$ cat config.mk
export PLATFORM = sky130hd
export DESIGN_NAME = note_peak_finder
export DESIGN_NICKNAME = d
export VERILOG_FILES = /design/src/rtl/note_peak_finder.sv
export SDC_FILE = /design/constraint.sdc
export NUM_CORES = 2
export LEC_CHECK = 0
export CAP_MARGIN = 0
export CORE_MARGIN = 5
export CORE_UTILIZATION = 45
export DETAILED_ROUTE_END_ITERATION = 12
export GPL_TIMING_DRIVEN = 1
export PLACE_DENSITY = 0.73
export SETUP_SLACK_MARGIN = 0.05
export SYNTH_ARGS = -nofsm -noshare
export SYNTH_HDL_FRONTEND = slang
export SYNTH_HIERARCHICAL = 1
export SYNTH_SLANG_ARGS = --single-unit
$ cat constraint.sdc
create_clock -name clk -period 4.4 [get_ports clk]
set_input_delay 0.88 -clock clk [delete_from_list [all_inputs] [get_ports clk]]
set_output_delay 0.88 -clock clk [all_outputs]
set_load 0.05 [all_outputs]
$ cat src/rtl/note_peak_finder.sv
// Circular local-maximum scanner over a captured note-amplitude snapshot.
// One bin per cycle; publishes up to MAX_PEAKS peaks with a one-cycle strobe.

module npf_bin_eval #(
  parameter int AW         = 16,
  parameter int SW         = 18,
  parameter int PEAK_FLOOR = 205
) (
  input  logic [AW-1:0] amp_l,
  input  logic [AW-1:0] amp_c,
  input  logic [AW-1:0] amp_r,
  output logic          is_peak,
  output logic [SW-1:0] sum
);
  localparam logic [AW-1:0] FLOOR = AW'(PEAK_FLOOR);

  // Strict on the left, non-strict on the right: a plateau reports its lowest bin only.
  assign is_peak = (amp_c > amp_l) && (amp_c >= amp_r) && (amp_c >= FLOOR);
  assign sum     = SW'(amp_l) + SW'(amp_c) + SW'(amp_r);
endmodule

module note_peak_finder #(
  parameter int W          = 5,
  parameter int D          = 11,
  parameter int BIN_QTY    = 12,
  parameter int MAX_PEAKS  = 6,
  parameter int PEAK_FLOOR = 205,
  localparam int AW  = W + D,
  localparam int SW  = W + D + 2,
  localparam int PW  = $clog2(BIN_QTY),
  localparam int CW  = $clog2(MAX_PEAKS + 1),
  localparam int SIW = (MAX_PEAKS > 1) ? $clog2(MAX_PEAKS) : 1
) (
  input  logic                               clk,
  input  logic                               rst,
  input  logic [BIN_QTY-1:0][AW-1:0]         noteAmplitudes_i,
  input  logic                               data_v,
  output logic [MAX_PEAKS-1:0][PW-1:0]       peakPos_o,
  output logic [MAX_PEAKS-1:0][SW-1:0]       peakAmp_o,
  output logic [CW-1:0]                      peakCount_o,
  output logic                               peakOverflow_o,
  output logic                               peaks_v,
  output logic                               busy_o
);
  typedef enum logic [1:0] {S_IDLE, S_SCAN, S_DONE} state_t;

  state_t                          state;
  logic [BIN_QTY-1:0][AW-1:0]      snap;
  logic [PW-1:0]                   idx;
  logic [MAX_PEAKS-1:0][PW-1:0]    work_pos;
  logic [MAX_PEAKS-1:0][SW-1:0]    work_amp;
  logic [CW-1:0]                   work_cnt;
  logic                            work_ovf;

  logic [BIN_QTY-1:0]              bin_peak;
  logic [BIN_QTY-1:0][SW-1:0]      bin_sum;
  logic [SIW-1:0]                  slot;

  // Every bin is evaluated against the snapshot in parallel; the scan just walks the results.
  for (genvar b = 0; b < BIN_QTY; b++) begin : g_bin
    npf_bin_eval #(
      .AW(AW), .SW(SW), .PEAK_FLOOR(PEAK_FLOOR)
    ) u_eval (
      .amp_l  (snap[(b + BIN_QTY - 1) % BIN_QTY]),
      .amp_c  (snap[b]),
      .amp_r  (snap[(b + 1) % BIN_QTY]),
      .is_peak(bin_peak[b]),
      .sum    (bin_sum[b])
    );
  end

  assign slot = SIW'(work_cnt);

  always_ff @(posedge clk) begin
    if (rst) begin
      state          <= S_IDLE;
      snap           <= '0;
      idx            <= '0;
      work_pos       <= '0;
      work_amp       <= '0;
      work_cnt       <= '0;
      work_ovf       <= 1'b0;
      peakPos_o      <= '0;
      peakAmp_o      <= '0;
      peakCount_o    <= '0;
      peakOverflow_o <= 1'b0;
      peaks_v        <= 1'b0;
      busy_o         <= 1'b0;
    end else begin
      peaks_v <= 1'b0;
      case (state)
        S_IDLE: begin
          if (data_v) begin
            snap     <= noteAmplitudes_i;
            work_pos <= '0;
            work_amp <= '0;
            work_cnt <= '0;
            work_ovf <= 1'b0;
            idx      <= '0;
            busy_o   <= 1'b1;
            state    <= S_SCAN;
          end
        end
        S_SCAN: begin
          if (bin_peak[idx]) begin
            if (work_cnt < CW'(MAX_PEAKS)) begin
              work_pos[slot] <= idx;
              work_amp[slot] <= bin_sum[idx];
              work_cnt       <= work_cnt + CW'(1);
            end else begin
              work_ovf <= 1'b1;
            end
          end
          if (idx == PW'(BIN_QTY - 1)) state <= S_DONE;
          else                         idx   <= idx + PW'(1);
        end
        S_DONE: begin
          // Unused slots were cleared at capture, so they publish as zero.
          peakPos_o      <= work_pos;
          peakAmp_o      <= work_amp;
          peakCount_o    <= work_cnt;
          peakOverflow_o <= work_ovf;
          peaks_v        <= 1'b1;
          busy_o         <= 1'b0;
          state          <= S_IDLE;
        end
        default: state <= S_IDLE;
      endcase
    end
  end
endmodule

==> out/qor.csv <==
metric;value;unit
arrival;4.79;ns
final_util;54.5;%
core;91200;sq um
worst_pin_slew;0.989;ns
p_per_area;298;nW/um^2
netlist_area;41200;sq um
ir_drop;268;uV
drv_cap;0;
die_width;313;microns
antenna_found_initial;1;
relSlewSlack;33.7;%
critPathMaxFanout;7;
worstSetupPathType;reg2reg;
synth_enable_flop_cells;0;
setup_viol_count_final;0;
p_seq_share;31.8;%
die-area;97700;sq um
startpoint_type;register;
whs;0.455;ns
crit_required;4.89;ns
critPathSlowestCell;dfxtp_1;
ioPinCount;333;
seq_area_frac_synth;22.9;%
grt-ovfl-total;0;
combinationalPowerShare;33.9;%
fillCellCount;8381;
hold_viol;0;
wirelength;148000;microns
dpl-instance-area;47600;sq um
crit_top_cell;inv_1;
drcViolationCount;0;
power.leakage;21.2;nW
placementRows;111;
worstSetupEndpointType;register;
fp.dieH;313;microns
finalInstanceArea;49700;sq um
multi_input_area;28800;sq um
syn_nets;5685;
area.growth.synth_to_final;20.7;%
initial_core_util;45.1;%
yosys_most_used_dff;dfxtp_1;
dr.pass1.iters;6;
cts_buffers;56;
final_nets;6172;
async_flop_share;0;%
drv_slew;0;
antenna_left;0;
drive_gt1_share;11.4;%
htree_levels;2;
vias;38000;
path_cells;inv_1 -> fa_1 -> inv_1 -> ha_1 -> fa_1 -> a21oi_4 -> o211ai_2 -> o311ai_2 -> a31oi_1 -> o21a_1 -> nor2_2 -> xnor2_1 -> mux4_2 -> a22oi_1 -> nand2_1 -> inv_1 -> o32ai_1;
pwr-share-clk;34.4;%
regArea;9480;sq um
synth_seq_cells;472;
synth_warnings;6;
clock-root-buffer;clkbuf_16;
max_freq;233;MHz
syn_area_per_cell;8.73;sq um
clock_path_buffers;3;
synth_cell_types;100;
p_sw_share;35.5;%
power.switching;5.26;mW
final_cells;6439;
synthCells;4720;
grt_pass1_vias;37400;
rsz0062_at_grt;false;
hold_class;reg2reg;
holdBufCountCts;0;
fin_tns_setup;0;ns
wl_per_cell;23.1;microns
io_buffers;332;
power.internal;9.54;mW
period_minus_slack;4.30;ns
outcome;completed;
cts_tree;built;
fin_skew;0.0494;ns
timing.final.crit_share;97.6;%
insertion_delay;0.68;ns
initialDrtViolationCount;3061;
dp.cells;6335;
clock_sinks;472;
grt_pass1_wl;224000;microns
grt_max_degree;166;
routed_via_density;5.91;
hpwl;118000;microns
gp_congestion;0.983;
clkTransAtPathRegs;0.07;ns
slowest_delay;0.63;ns
gr-usage-all-layers;29.3;%
[registers in the layout (all words and copies together) (netlist names)]
name,cells
busy_o,1
idx,4
peakAmp_o,108
peakCount_o,3
peakOverflow_o,1
peakPos_o,24
peaks_v,1
slot,3
snap,192
state,2
work_amp,108
work_ovf,1
work_pos,24
[final timing paths]
| kind | startpoint | to | slack, ns | depth (start not counted) |
|---|---|---|---|---|
| worst min register to register | snap[88] | snap[88] | 0.45 | 2 |
| worst max-delay path | snap[48] | work_amp[87] | 0.10 | 17 |
| worst min-delay path | snap[88] | snap[88] | 0.45 | 2 |
| worst max register to register | snap[48] | work_amp[87] | 0.10 | 17 |
[Yosys cell counts (all sizes together) (7+ instances only)]
cell / number / area [sq um]
a21oi: 510 / 2620
nand4: 73 / 457
nand2b: 42 / 263
ha: 566 / 7080
o21a: 35 / 263
buf: 58 / 355
o21bai: 25 / 188
inv: 583 / 2190
nand2: 535 / 2010
a21o: 106 / 798
xor2: 38 / 333
a41oi: 7 / 76.3
and3: 24 / 155
o221ai: 8 / 70.1
o21ai: 197 / 1020
o211ai: 51 / 438
a221oi: 7 / 61.3
clkbuf: 128 / 482
o32ai: 67 / 880
mux2i: 11 / 110
and2: 11 / 73.8
a22o: 136 / 1190
o211a: 14 / 140
a211oi: 63 / 553
o311ai: 14 / 138
dfxtp: 472 / 9450
a22oi: 19 / 148
a2111oi: 20 / 238
o31ai: 9 / 67.6
nand3: 143 / 731
a31o: 7 / 61.3
mux4: 55 / 1240
or2: 7 / 43.8
nor2b: 35 / 219
o2111ai: 12 / 105
nor2: 134 / 508
nor4: 46 / 288
a211o: 11 / 96.3
a31oi: 15 / 100
xnor2: 105 / 920
nor3: 30 / 180
o41ai: 7 / 61.3
fa: 204 / 4080
[placed cells by master (no fill, tap or decap), types with 12 or more instances in the layout]
master           count
o211ai_1            40
xor2_1              38
nand3_1            140
a211oi_1            47
clkbuf_16           57
a22oi_1             18
o21a_1              35
nor3_1              21
o21ai_1             51
o211a_1             14
and3_1              22
a31oi_1             14
o32ai_1             28
xnor2_1            105
inv_1              582
a22o_1             136
clkdlybuf4s50_1    331
dfxtp_2             17
buf_4              260
a21oi_1            499
nor2b_1             34
nand2_1            533
ha_1               566
a2111oi_0           16
dfxtp_1            453
nand2b_1            42
o21bai_1            25
buf_12              23
o21ai_0            140
nor2_1             132
a211oi_2            16
o32ai_2             39
nand4_1             73
nor4_1              46
clkbuf_8            12
mux4_2              55
a21o_1             104
fa_1               204
[area by class of cell]
type	count	share of cell area (%)
diodes	2	0.0101
clock buffers	78	3.27
clock inverters	24	0.775
inverters	583	4.40
multi-input cells	3479	57.9
flip-flops and latches	472	19.1
well taps	1186	2.99
repair buffers	615	11.5
[kinds of logic after synthesis]
| group | count (synthesis) | share of synthesized area, % |
|---|---|---|
| and+or+nand+nor | 1114 | 12.6 |
| adders and majority gates | 770 | 27.1 |
| muxes | 67 | 3.30 |
| buffers and inverters | 769 | 7.35 |
| AOI/OAI and AO/OA | 1385 | 23.6 |
| DFF | 472 | 22.9 |
| xor gates and xnor gates | 143 | 3.04 |
[routing by layer]
| metal | vias up | routed length, microns | track usage, % |
|---|---|---|---|
| li1 | 17900 | - | - |
| met1 | 18300 | 60900 | 36.8 |
| met2 | 1444 | 69600 | 50.2 |
| met3 | 382 | 10200 | 4.49 |
| met4 | 0 | 7680 | 12.2 |
| met5 | - | 0 | 0 |
[timing repair]
item,CTS,global route
gates resized for setup,0,22
setup buffers,0,0
setup endpoints to repair,0,40
[power groups by stage]
| stage | clock network (mW) | registers (mW) | logic (mW) |
|---|---|---|---|
| 2_1_floorplan | 0 | 4.75 | 3.08 |
| 3_3_place_gp | 0 | 4.78 | 4.82 |
| 3_5_place_dp | 0 | 4.79 | 4.91 |
| 4_1_cts | 5.18 | 4.69 | 4.94 |
| 5_1_grt | 5.35 | 4.71 | 5.45 |
| 6_report | 5.08 | 4.70 | 5.01 |
[critical path, delay by kind of cell (launching register included)]
family	cells	cell delay, ns
AO/OA/AOI/OAI	7	1.17
XOR/XNOR	1	0.15
adder cells (fa/ha/maj)	3	0.92
buffers and inverters	3	0.49
flip-flops	1	0.63
multiplexers	1	0.50
AND/OR/NAND/NOR	2	0.26
[per-stage QoR]
step / setup WS, ns / power, mW
after global routing: 0.0567 / 15.5
final: 0.104 / 14.8
after global placement: 0.182 / 9.61
after CTS: 0.0529 / 14.8
after floorplan: 0.703 / 7.83
after detailed placement: 0.118 / 9.69
Note: power is estimated with default switching activity, not from simulation.
